[src/rtl/generation_controller.sv]
// generation_controller
//   Sequences a 16x16 cellular-automaton grid: seed loading row by row,
//   stepping from an external rule stage, generation/birth/death counting,
//   and halting on a fixed point, extinction or a generation limit.
//
// Build option:
//   GEN_STATS_EN  defined   -> total_births / total_deaths accumulate
//                 undefined -> both totals are constant 0
//
// Ports:
//   clk, rst                  clock, synchronous active-high reset
//   load_valid/load_row       seed row offer (bit j = column j)
//   load_ready                seed row accepted this cycle (IDLE/LOAD/HALT)
//   run, step_tick            free-run level and single-cycle step strobe
//   next_env, birth_in/out    next grid and its birth/death counts
//   death_in
//   cur_env                   registered current grid, row i = [16i+15:16i]
//   gen_count                 generations applied since the last seed load
//   total_births/deaths       saturating 24-bit accumulators
//   state                     IDLE=0, LOAD=1, RUN=2, HALT=3
//   extinct, stable           sticky halt causes
module generation_controller #(
  parameter int unsigned MAX_GEN = 1000
) (
  input  logic         clk,
  input  logic         rst,
  input  logic         load_valid,
  input  logic [15:0]  load_row,
  output logic         load_ready,
  input  logic         run,
  input  logic         step_tick,
  input  logic [255:0] next_env,
  input  logic [8:0]   birth_in,
  input  logic [8:0]   death_in,
  output logic [255:0] cur_env,
  output logic [15:0]  gen_count,
  output logic [23:0]  total_births,
  output logic [23:0]  total_deaths,
  output logic [1:0]   state,
  output logic         extinct,
  output logic         stable
);

  typedef enum logic [1:0] {IDLE = 2'd0, LOAD = 2'd1, RUN = 2'd2, HALT = 2'd3} state_t;

  state_t     st;
  logic [3:0] row_cnt;
  logic       grid_loaded;

  logic xfer, first_xfer, do_step;
  logic is_stable, is_zero, at_limit;

  assign state      = st;
  assign load_ready = !rst && (st != RUN);
  assign xfer       = load_valid && load_ready;
  // A transfer outside LOAD starts a fresh seed and clears all history.
  assign first_xfer = xfer && (st != LOAD);
  assign do_step    = (st == RUN) && step_tick;

  // Halt checks look at the grid/count before this step is applied.
  assign is_stable = (next_env == cur_env);
  assign is_zero   = (next_env == '0);
  assign at_limit  = ({1'b0, gen_count} + 17'd1) == 17'(MAX_GEN);

  always_ff @(posedge clk) begin
    if (rst) begin
      st          <= IDLE;
      cur_env     <= '0;
      gen_count   <= '0;
      extinct     <= 1'b0;
      stable      <= 1'b0;
      grid_loaded <= 1'b0;
      row_cnt     <= '0;
    end else begin
      case (st)
        IDLE, HALT: begin
          if (xfer) begin
            st             <= LOAD;
            gen_count      <= '0;
            extinct        <= 1'b0;
            stable         <= 1'b0;
            grid_loaded    <= 1'b0;
            cur_env[15:0]  <= load_row;
            row_cnt        <= 4'd1;
          end else if (st == IDLE && run && grid_loaded) begin
            st <= RUN;
          end
        end
        LOAD: begin
          if (xfer) begin
            cur_env[16*row_cnt +: 16] <= load_row;
            row_cnt <= row_cnt + 4'd1;   // wraps to 0 after row 15
            if (row_cnt == 4'd15) begin
              grid_loaded <= 1'b1;
              st          <= IDLE;
            end
          end
        end
        RUN: begin
          if (step_tick) begin
            cur_env   <= next_env;
            gen_count <= gen_count + 16'd1;
            if (is_stable) stable  <= 1'b1;
            if (is_zero)   extinct <= 1'b1;
            // Halt wins over pause when both happen on the same step.
            if (is_stable || is_zero || at_limit) st <= HALT;
            else if (!run)                        st <= IDLE;
          end else if (!run) begin
            st <= IDLE;
          end
        end
      endcase
    end
  end

`ifdef GEN_STATS_EN
  logic [24:0] birth_sum, death_sum;
  assign birth_sum = {1'b0, total_births} + 25'(birth_in);
  assign death_sum = {1'b0, total_deaths} + 25'(death_in);

  always_ff @(posedge clk) begin
    if (rst || first_xfer) begin
      total_births <= '0;
      total_deaths <= '0;
    end else if (do_step) begin
      total_births <= birth_sum[24] ? 24'hFFFFFF : birth_sum[23:0];
      total_deaths <= death_sum[24] ? 24'hFFFFFF : death_sum[23:0];
    end
  end
`else
  assign total_births = '0;
  assign total_deaths = '0;
  logic unused_stats;
  assign unused_stats = ^{birth_in, death_in, first_xfer, do_step};
`endif

endmodule

[config.mk]
export PLATFORM = sky130hd
export DESIGN_NAME = generation_controller
export DESIGN_NICKNAME = d
export VERILOG_FILES = /design/src/rtl/generation_controller.sv
export SDC_FILE = /design/constraint.sdc
export NUM_CORES = 1
export LEC_CHECK = 0
export BUFFER_PORTS_ARGS = -buffer_cell sky130_fd_sc_hd__clkbuf_2
export CAP_MARGIN = 10
export CELL_PAD_IN_SITES_DETAIL_PLACEMENT = 1
export CELL_PAD_IN_SITES_GLOBAL_PLACEMENT = 2
export CORE_MARGIN = 4
export CORE_UTILIZATION = 25
export CTS_CLUSTER_SIZE = 30
export DETAILED_ROUTE_END_ITERATION = 10
export GPL_TIMING_DRIVEN = 1
export PLACE_DENSITY = 0.88
export SETUP_SLACK_MARGIN = 0.5
export SLEW_MARGIN = 20
export SYNTH_ARGS = -nofsm -noshare
export SYNTH_HDL_FRONTEND = slang
export SYNTH_SLANG_ARGS = --single-unit
[constraint.sdc]
create_clock -name clk -period 2.6 [get_ports clk]
set_input_delay 0 -clock clk [delete_from_list [all_inputs] [get_ports clk]]
set_output_delay 0 -clock clk [all_outputs]
set_load 0.005 [all_outputs]
* Word-level counts from Yosys, hierarchy flattened
Cells that the tools add are included.
W data, S select, Z words.
** Operators by class
- $add $sub $neg :: 4
- Equality and inequality tests :: 14
- Shift operators :: 2
- Muxes and demuxes :: 30
- Reduce and logical (&&, ||, !) cells :: 21
** Operator list (number)
- $mux W256 :: 2
- $pmux W240 S2 :: 1
- $bwmux W256 :: 1
- $eq A256 B256 Y1 :: 1
- $logic_not A256 Y1 :: 1
- $shift A16 B34 Y256 const A :: 1
- $shiftx A16 B34 Y256 :: 1
- $mux W16 :: 3
- $pmux W16 S3 :: 1
- $neg A8 Y34 :: 1
- $pmux W16 S2 :: 1
- $add A16 B1 Y17 const B :: 1
- $eq A17 B10 Y1 const B :: 1
- $add A16 B1 Y16 const B :: 1
- $reduce_and A3 Y1 :: 5
- $mux W2 :: 7
- $ne A2 B2 Y1 const B :: 7
- $reduce_and A4 Y1 :: 3
- $mux W4 :: 2
- $pmux W4 S2 :: 1
- $mux W1 :: 7
- $pmux W1 S2 :: 3
- $pmux W2 S3 :: 1
- $reduce_bool A2 Y1 :: 3
- 10 further kinds :: 15
** Storage, ports and cells
- Bits in registers :: 281
- Input port bits :: 295
- Output and inout bits :: 325
- Logic and storage cells :: 79

* Depth between registers and ports, before layout
Gate-level depths: netlist (run 1).
- Word-level depth :: 6
- Depth in mapped cells :: 12
- Mapped depth without buffers :: 9

* Worst setup path before layout (run 1)
Ideal clock, no wire load.
- Kind :: reg-to-reg
- Start point :: reg row_cnt[0]
- End point :: reg cur_env[230]
- Library setup time :: 0.080 ns
- Arrival :: 2.460 ns
- Required time :: 2.520 ns
- Slack :: 0.060 ns
- Stages on the path, launching flop included :: 11
- Path buffers :: 2
- Period minus slack after synthesis :: 2.540 ns
- Path through :: dfxtp_1 > inv_1 > ha_1 > buf_6 > nand2b_1 > a211o_1 > or2_4 > nor4_4 > buf_6 > a22oi_1 > a211oi_2
** Between the ends
- Longest elaborated chain between the ends :: 5
- Elaborated cells between the ends (all ways) :: 6
- Those cells by class :: add/sub: 1; shift: 2; mux: 3
** Ends and longest elaborated chain
- start: declaration :: line 47 : logic [3:0] row_cnt;
- start signal: assignment :: line 92 : row_cnt <= row_cnt + 4'd1;
- $neg A8 Y34 * :: line 91 : cur_env[16*row_cnt +: 16] <= load_row;
- $shiftx A16 B34 Y256 / $shift A16 B34 Y256 (equally long branches) :: line 91
- $bwmux W256 * :: line 91
- $mux W256 * :: line 90 : if (xfer) begin
- $pmux W240 S2 * :: line 75 : case (st)
- end signal: indexed assignment :: line 91
- end signal: assignment :: line 101 : cur_env <= next_env;
- end: declaration :: line 35 : output logic [255:0] cur_env,
Mark *: on every way between the ends. The rest lies on a longest branch, timed or not. The select of a mux whose other input is x is not followed.
A chain may end at the register's enable or synchronous reset.

* Worst setup path after layout (run 1)
- Start point :: reg cur_env[62]
- End point :: reg stable
** Between the ends
- Longest elaborated chain between the ends :: 3
** Ends and longest elaborated chain
- $eq A256 B256 Y1 :: line 61 : assign is_stable = (next_env == cur_env);
- $ne A2 B2 Y1 (no source line)
- $reduce_and A4 Y1 (no source line)
- end signal: assignment :: line 71 : stable <= 1'b0;
- end signal: assignment :: line 81 : stable <= 1'b0;
- end signal: assignment :: line 103 : if (is_stable) stable <= 1'b1;
- end: declaration :: line 41 : output logic stable
No other way between the ends.

==> impl_metrics.toml, run 1 <==
[power_and_ir_drop]
cellInternalPower_mw = 8.87
swShare = 0.326
peakVddDrop_uv = 358
power.density_nw_per_um2 = 440
switchingPower_mw = 4.30
p_leak_nw = 11.1
clockPowerShare = 0.403
power_frac_comb = 0.257
p_seq_frac = 0.340

[clock_tree]
clk_pin_slew_ns = 0.06
cts.htree.levels = 2
cts_sinks = 281
cts_buffers = 37
clk_latency_ns = 0.57
clockRootBuffer = "clkbuf_16"
clk_path_buf_depth = 3
tritoncts = "done"

[floorplanning]
dieArea_um2 = 71400
die_h_um = 267
pin_count = 620
rows = 94
start_util = 0.254
coreArea_um2 = 66200
fp.dieW_um = 267

[critical_path]
criticalPathCategory = "reg -> reg"
worstPathMaxFanout = 3
endpoint_kind = "flip-flop"
start_kind = "flip-flop"
critPathRequiredTime_ns = 3.06
arrival_ns = 2.95

[logic_synthesis]
ys_ff_latch = 281
synth.largest_area_cell = "dfxtp_1"
synth_most_common_cell = "nor2_1"
synth_area_um2 = 16800
synth_top_area_share = 0.335
synth_async_sr_flop_share = 0
seq_area_frac_synth = 0.335
syn_avg_cell_area_um2 = 8.08
synth_cell_type_count = 64
synth_ff_type = "dfxtp_1"
syn_inst = 2079
yosys-top-cells-count = "nor2_1 (338), dfxtp_1 (281), xnor2_1 (257)"
yosysWarnings = 0
synthTopCellsByArea = "dfxtp_1 (33%), xnor2_1 (13%), a22oi_1 (9.7%)"
synth_enable_flop_cells = 0

[global_routing]
grt_overflow = 0
grt_max_degree = 172
grt_pass1_wl_um = 175000
antenna_found_initial = 8
grt_usage = 0.338
grt_pass1_vias = 23400

[placed_design]
dp_hpwl_um = 90300
gp_congestion = 0.979
port_buffers = 553

[timing]
min_period_ns = 2.49
max_freq_ghz = 0.402
tns_ns = 0
worst_pin_slew_ns = 1.20
rsz0062_at_grt = "yes"
finalMaxSlewViolations = 0
fin_worst_skew_ns = 0.0248
relSlewSlack = 0.202
period_share = 0.958
hold_slack_ns = 0.00830
setup_viol = 0
hold_viol = 0

[status]
outcome = "finished clean"

[layout]
multi_input_area_um2 = 12700
fillers = 7635
area.growth.synth_to_final_pct = 78.0
seqCellArea_um2 = 5680
drive_gt1_frac = 0.445
final_net_count = 3378

[drt]
drt_iter0_drc = 2365
drc = 0
dr_total_vias = 23400
wl_per_cell_um = 33.6
vias_per_cell = 5.89
drt_wl_total_um = 134000
drtAntennaViolNets = 0
first_pass_iters = 7

[worst_hold_path]
hold_class = "in -> reg"

[run]
maxCapViolCount = 0
## routing by layer
metal | GRT usage | part of all wire | vias up
li1 | - | - | 9626
met1 | 0.419 | 0.38 | 11600
met2 | 0.538 | 0.45 | 1638
met3 | 0.0774 | 0.10 | 479
met4 | 0.202 | 0.076 | 4
met5 | 0 | 0.00025 | -
## power groups by stage
| stage | combinational, mW | sequential, mW | clock [mW] |
|---|---|---|---|
| CTS | 3.03 | 4.46 | 5.34 |
| global placement | 2.31 | 4.55 | 0 |
| detailed placement | 2.35 | 4.56 | 0 |
| finish | 3.39 | 4.47 | 5.31 |
| floorplan | 1.04 | 4.54 | 0 |
| global route | 3.46 | 4.48 | 5.51 |
## timing repair
action | in CTS | in global routing
pin swaps | 104 | 140
hold endpoints to repair | 250 | 0
cloned | 24 | 19
endpoints found under the setup margin | 276 | 276
hold buffers | 252 | 0
gates resized for setup | 274 | 280
setup buffers | 59 | 21
## worst paths after layout
path	start	endpoint	slack, ns	cells past startpoint
hold / removal	next_env[39]	cur_env[39]$_SDFFE_PP0P_	0.008	3
hold reg to reg	gen_count[1]$_SDFFE_PP0P_	gen_count[1]$_SDFFE_PP0P_	0.50	2
setup reg to reg	cur_env[62]$_SDFFE_PP0P_	stable$_SDFFE_PP0P_	0.11	9
setup / recovery	cur_env[62]$_SDFFE_PP0P_	stable$_SDFFE_PP0P_	0.11	9
## metrics by stage
step,power [mW],instances,utilization,cell area (µm²),setup slack [ns]
after floorplan,5.58,2126,-,17500,0.360
after global placement,6.86,3524,0.332,22000,0.0195
after detailed placement,6.91,3524,0.332,22000,0.0118
after CTS,12.8,3922,0.423,28000,0.298
after global routing,13.4,3965,0.452,29900,0.136
final,13.2,3970,0.452,29900,0.110
## worst max-delay path: stages, from the launching register on
cell and delay (ns):
dfxtp_1 0.38, xnor2_2 0.32, nand4_1 0.26, nor4_4 0.37, buf_4 0.18, nand4_1 0.11
nor4_2 0.33, buf_4 0.20, a21oi_1 0.07, nor3_1 0.13
## layout by cell type (no fill, tap or decap), types with 60 or more instances in the layout
master         Yosys  final
dlygate4sd3_1      0    252
xnor2_1          257    214
buf_4             49    197
nor4_1            89     69
nand4_1           88     88
a21oi_1          126     60
clkbuf_2           0    552
a22oi_1          217    166
dfxtp_1          281    249
nor2_1           338    272
a211oi_1         149    103
## cells by family after synthesis
group           Yosys count  share of synthesized area
buf+inv                 237                     0.0670
flops                   281                      0.335
compound gates          588                      0.250
other cells               1                   0.000223
mux                       1                   0.000596
fa+ha+maj                 9                    0.00670
simple gates            702                      0.204
xor+xnor                260                      0.137
## area by class of cell
class | count | area share
Multi-Input combinational cell | 1610 | 0.425
Tap cell | 864 | 0.0361
Antenna cell | 8 | 0.000669
Timing Repair Buffer | 1133 | 0.307
Inverter | 11 | 0.00180
Clock inverter | 4 | 0.00272
Sequential cell | 281 | 0.190
Clock buffer | 59 | 0.0371
## flip-flops by register name, summed over array words and instances (netlist names)
signal	cells
gen_count	16
extinct	1
state	2
grid_loaded	1
row_cnt	4
cur_env	256
stable	1
No activity file was read; power rests on OpenSTA's default activity.
==> run 2: changes to the inputs <==
- CORE_UTILIZATION: 25 -> 28
- PLACE_DENSITY: 0.88 -> 0.92
- clock period: 2.6 -> 2.75 ns (I/O delays scaled with it)
==> impl_metrics.toml, run 2 (synthesis gave the netlist of run 1 again) <==
[layout]
reg_top3 = "cur_env x256, gen_count x16, row_cnt x4"
area.growth.synth_to_final_pct = 71.0
final_cell_area_um2 = 28700
fillers = 6858
regMostFlops = "cur_env"
final_net_count = 3352
drive_gt1_frac = 0.402
layout_commonest_cell = "clkbuf_2"
layout_common_cells = "clkbuf_2 (552), nor2_1 (310), dfxtp_1 (265)"
fin_util = 0.485
largest_reg_flops = 256

[critical_path]
worstPathMaxFanout = 8
critPathRequiredTime_ns = 3.12
cp_cell_sequence = "inv_4 > ha_4 > nand2b_4 > a211o_4 > buf_6 > buf_6 > nor2_4 > nand3_2 > a21oi_4 > buf_12 > buf_8 > buf_12 > buf_16 > a211oi_1"
critical_path_depth = 14
endpoint_kind = "flip-flop"
r2r_cells = 14
criticalPathCategory = "reg -> reg"
crit_path_top_delay_cell = "dfxtp_4"
start_kind = "flip-flop"
critPathTopFamily = "buffers and inverters"
max_stage_delay_ns = 0.40
arrival_ns = 2.94
cp.buffers_inverters = 7

[timing]
worst_pin_slew_ns = 1.59
period_share = 0.934
finalMaxSlewViolations = 92
fin_worst_skew_ns = 0.0296
tns_ns = 0
max_freq_ghz = 0.389
rsz0062_at_grt = "yes"
setup_viol = 0
relSlewSlack = -0.0606
hold_viol = 0
min_period_ns = 2.57

[clock_tree]
clk_latency_ns = 0.58
tritoncts = "done"
cts_sinks = 281
cts.htree.levels = 2
clk_path_buf_depth = 3
cts_buffers = 38
clk_pin_slew_ns = 0.07
clockRootBuffer = "clkbuf_16"

[power_and_ir_drop]
peakVddDrop_uv = 357
power.density_nw_per_um2 = 430
p_leak_nw = 10.6

[global_routing]
grt_pass1_wl_um = 173000
antenna_found_initial = 16
grt_max_degree = 200
grt_usage = 0.369
grt_overflow = 0
grt_pass1_vias = 23600

[drt]
wl_per_cell_um = 34.0
first_pass_iters = 6
drt_iter0_drc = 2556
drt_wl_total_um = 131000
vias_per_cell = 6.06
drtAntennaViolNets = 0
drc = 0
dr_total_vias = 23400

[floorplanning]
fp.dieW_um = 253
dieArea_um2 = 64000
die_h_um = 253
rows = 89
start_util = 0.284
pin_count = 620
coreArea_um2 = 59200

[placed_design]
port_buffers = 553
placed_cell_area_um2 = 21300
gp_congestion = 0.966
dp_hpwl_um = 86800

[status]
outcome = "finished, violations left"
violations = "max-slew violations"

[worst_hold_path]
hold_depth = 5
hold_class = "in -> reg"

[run]
maxCapViolCount = 0
run 2: cell count changes in the layout (fill, tap and decap cells not counted), moves of 17 or more:
cell,delta
nor2_1,+38
a21oi_1,+36
a21oi_2,-32
nor2_4,-32
a22oi_1,-27
a22oi_2,+27
buf_4,-22
a211oi_1,+18
a211oi_2,-18
dfxtp_2,-17
xnor2_1,+17
run 2: final cells by class:
| class | count | area, µm² | share of cell area |
|---|---|---|---|
| Inverter | 11 | 56.3 | 0.00196 |
| Sequential cell | 281 | 5660 | 0.197 |
| Timing Repair Buffer | 1107 | 8820 | 0.307 |
| Clock inverter | 10 | 106 | 0.00370 |
| Antenna cell | 12 | 30.0 | 0.00105 |
| Tap cell | 773 | 967 | 0.0337 |
| Multi-Input combinational cell | 1609 | 12000 | 0.416 |
| Clock buffer | 57 | 1130 | 0.0395 |
run 2: final timing paths:
| path | start | endpoint | slack (ns) |
|---|---|---|---|
| setup / recovery | row_cnt[0]$_SDFFE_PP0P_ | cur_env[65]$_SDFFE_PP0P_ | 0.18 |
| hold / removal | rst | row_cnt[0]$_SDFFE_PP0P_ | 0.05 |
| hold reg to reg | cur_env[15]$_SDFFE_PP0P_ | cur_env[15]$_SDFFE_PP0P_ | 0.50 |
| setup reg to reg | row_cnt[0]$_SDFFE_PP0P_ | cur_env[65]$_SDFFE_PP0P_ | 0.18 |
run 2: what timing repair did:
action	in CTS	in global routing
hold endpoints to repair	256	0
hold buffers	257	0
setup buffers	45	44
pin swaps	91	130
gates resized for setup	206	254
setup endpoints to repair	275	267
gates cloned	20	15
run 2: through the flow:
stage                     hold slack [ns]  worst slack, ns  instances  power [mW]
after floorplan                     0.183            0.490       2126        5.24
after global placement              0.340            0.167       3400        6.39
after detailed placement            0.362           0.0908       3400        6.44
after CTS                         0.00135            0.292       3789        12.0
after global routing               0.0323            0.114       3851        12.6
final                              0.0454            0.182       3860        12.4
run 2: routing by layer:
layer,share of wire,up-vias,global-route usage
met5,0.000099,-,0
met4,0.075,2,0.230
met3,0.10,511,0.115
met2,0.44,1710,0.580
met1,0.38,11600,0.440
li1,-,9569,-
run 2: tightest hold or removal path, delay by kind of cell:
family                 cells  cell delay, ns
AO/OA/AOI/OAI              1            0.08
buffers and inverters      2            0.29
AND/OR/NAND/NOR            2            0.20
run 2: power breakdown:
group          switching (mW)  internal, mW  total [mW]
Combinational            1.78          1.17        2.95
Clock                    2.15          3.03        5.18
Sequential             0.0873          4.14        4.22
==> run 3: changes to the inputs <==
- SETUP_SLACK_MARGIN: 0.5 -> default
==> impl_metrics.toml, run 3 (synthesis gave the netlist of run 1 again) <==
[critical_path]
start_kind = "flip-flop"
criticalPathCategory = "reg -> reg"
worstPathMaxFanout = 3
critPathRequiredTime_ns = 3.24
arrival_ns = 3.17
endpoint_kind = "flip-flop"

[placed_design]
dp_slack_ns = 0.149
port_buffers = 553
dp_hpwl_um = 86100
placed_cell_area_um2 = 21000
gp_congestion = 0.960

[power_and_ir_drop]
peakVddDrop_uv = 323
p_leak_nw = 9.12
power.density_nw_per_um2 = 482

[floorplanning]
coreArea_um2 = 59200
rows = 89
dieArea_um2 = 64000
start_util = 0.284
fp.dieW_um = 253
die_h_um = 253
pin_count = 620

[global_routing]
grt_pass1_wl_um = 164000
grt_usage = 0.350
grt_max_degree = 211
grt_pass1_vias = 22400
grt_overflow = 0
antenna_found_initial = 12

[status]
outcome = "finished clean"

[worst_hold_path]
hold_class = "in -> reg"

[timing]
relSlewSlack = 0.192
layout_setup_ws_ns = 0.0756
max_freq_ghz = 0.374
period_share = 0.973
rsz0062_at_grt = "no"
tns_ns = 0
fin_worst_skew_ns = 0.0176
hold_viol = 0
finalMaxSlewViolations = 0
hold_slack_ns = 0.0761
setup_viol = 0
min_period_ns = 2.67
worst_pin_slew_ns = 1.21

[clock_tree]
clk_pin_slew_ns = 0.06
cts_buffers = 38
clockRootBuffer = "clkbuf_16"
clk_path_buf_depth = 3
cts_setup_buffers = 0
cts.htree.levels = 2
cts_sinks = 281
tritoncts = "done"
clk_latency_ns = 0.57

[layout]
reg_top3 = "cur_env x256, gen_count x16, row_cnt x4"
layout_common_cells = "clkbuf_2 (552), nor2_1 (330), dfxtp_1 (280)"
final_cell_area_um2 = 24900
regMostFlops = "cur_env"
largest_reg_flops = 256
drive_gt1_frac = 0.279
layout_commonest_cell = "clkbuf_2"
final_net_count = 3213
area.growth.synth_to_final_pct = 48.5

[drt]
wl_per_cell_um = 31.8
drtAntennaViolNets = 0
first_pass_iters = 5
dr_total_vias = 21900
vias_per_cell = 5.88
drt_wl_total_um = 118000
drc = 0
drt_iter0_drc = 2322

[run]
maxCapViolCount = 0
==> run 3: worst paths after layout <==
kind | start | to | slack (ns) | cells after the start
max | cur_env[10]$_SDFFE_PP0P_ | state[1]$_SDFFE_PP0P_ | 0.08 | 9
min | next_env[60] | cur_env[60]$_SDFFE_PP0P_ | 0.08 | 5
max reg2reg | cur_env[10]$_SDFFE_PP0P_ | state[1]$_SDFFE_PP0P_ | 0.08 | 9
min reg2reg | gen_count[1]$_SDFFE_PP0P_ | gen_count[1]$_SDFFE_PP0P_ | 0.51 | 2
==> run 3: layer usage <==
layer  track usage  share of wire  vias up  routed length, µm
met3        0.0753          0.085      379              10100
met5             0        0.00013        -                 15
met4         0.188          0.062        2               7380
li1              -              -     9252                  -
met2         0.572           0.46     1388              54000
met1         0.433           0.40    10800              46800
==> run 3: stage by stage <==
stage           util  std cells  power [mW]
2_1_floorplan      -       2126        5.22
3_3_place_gp   0.355       3383        6.36
3_5_place_dp   0.355       3383        6.40
4_1_cts        0.420       3707        12.0
5_1_grt        0.421       3711        12.3
6_report       0.421       3718        12.0
==> run 3: where the power goes <==
| part | switching [mW] | internal, mW |
|---|---|---|
| clock | 2.13 | 3.19 |
| sequential | 0.0771 | 4.14 |
| combinational | 1.55 | 0.945 |
==> run 3: final cells by class <==
type	count	area, µm²
tap	773	967
inverter	11	41.3
multi-input combinational	1608	10300
antenna	11	27.5
timing repair buffer	969	6710
sequential	281	5630
clock buffer	48	1060
clock inverter	17	221
fill	7163	34300
==> run 3: worst max-delay path, stage by stage, from the launching register on <==
cell     delay, ns
dfxtp_1       0.35
xnor2_1       0.28
buf_4         0.19
nand4_1       0.24
nor4_1        0.54
nand4_1       0.19
nor4_1        0.34
buf_4         0.20
o21ai_0       0.13
a21oi_1       0.15
==> run 3: timing repair <==
action | in CTS | in global routing
hold endpoints to repair | 259 | 0
resized for setup | 0 | 6
hold buffers | 259 | 0
endpoints found under the setup margin | 0 | 38
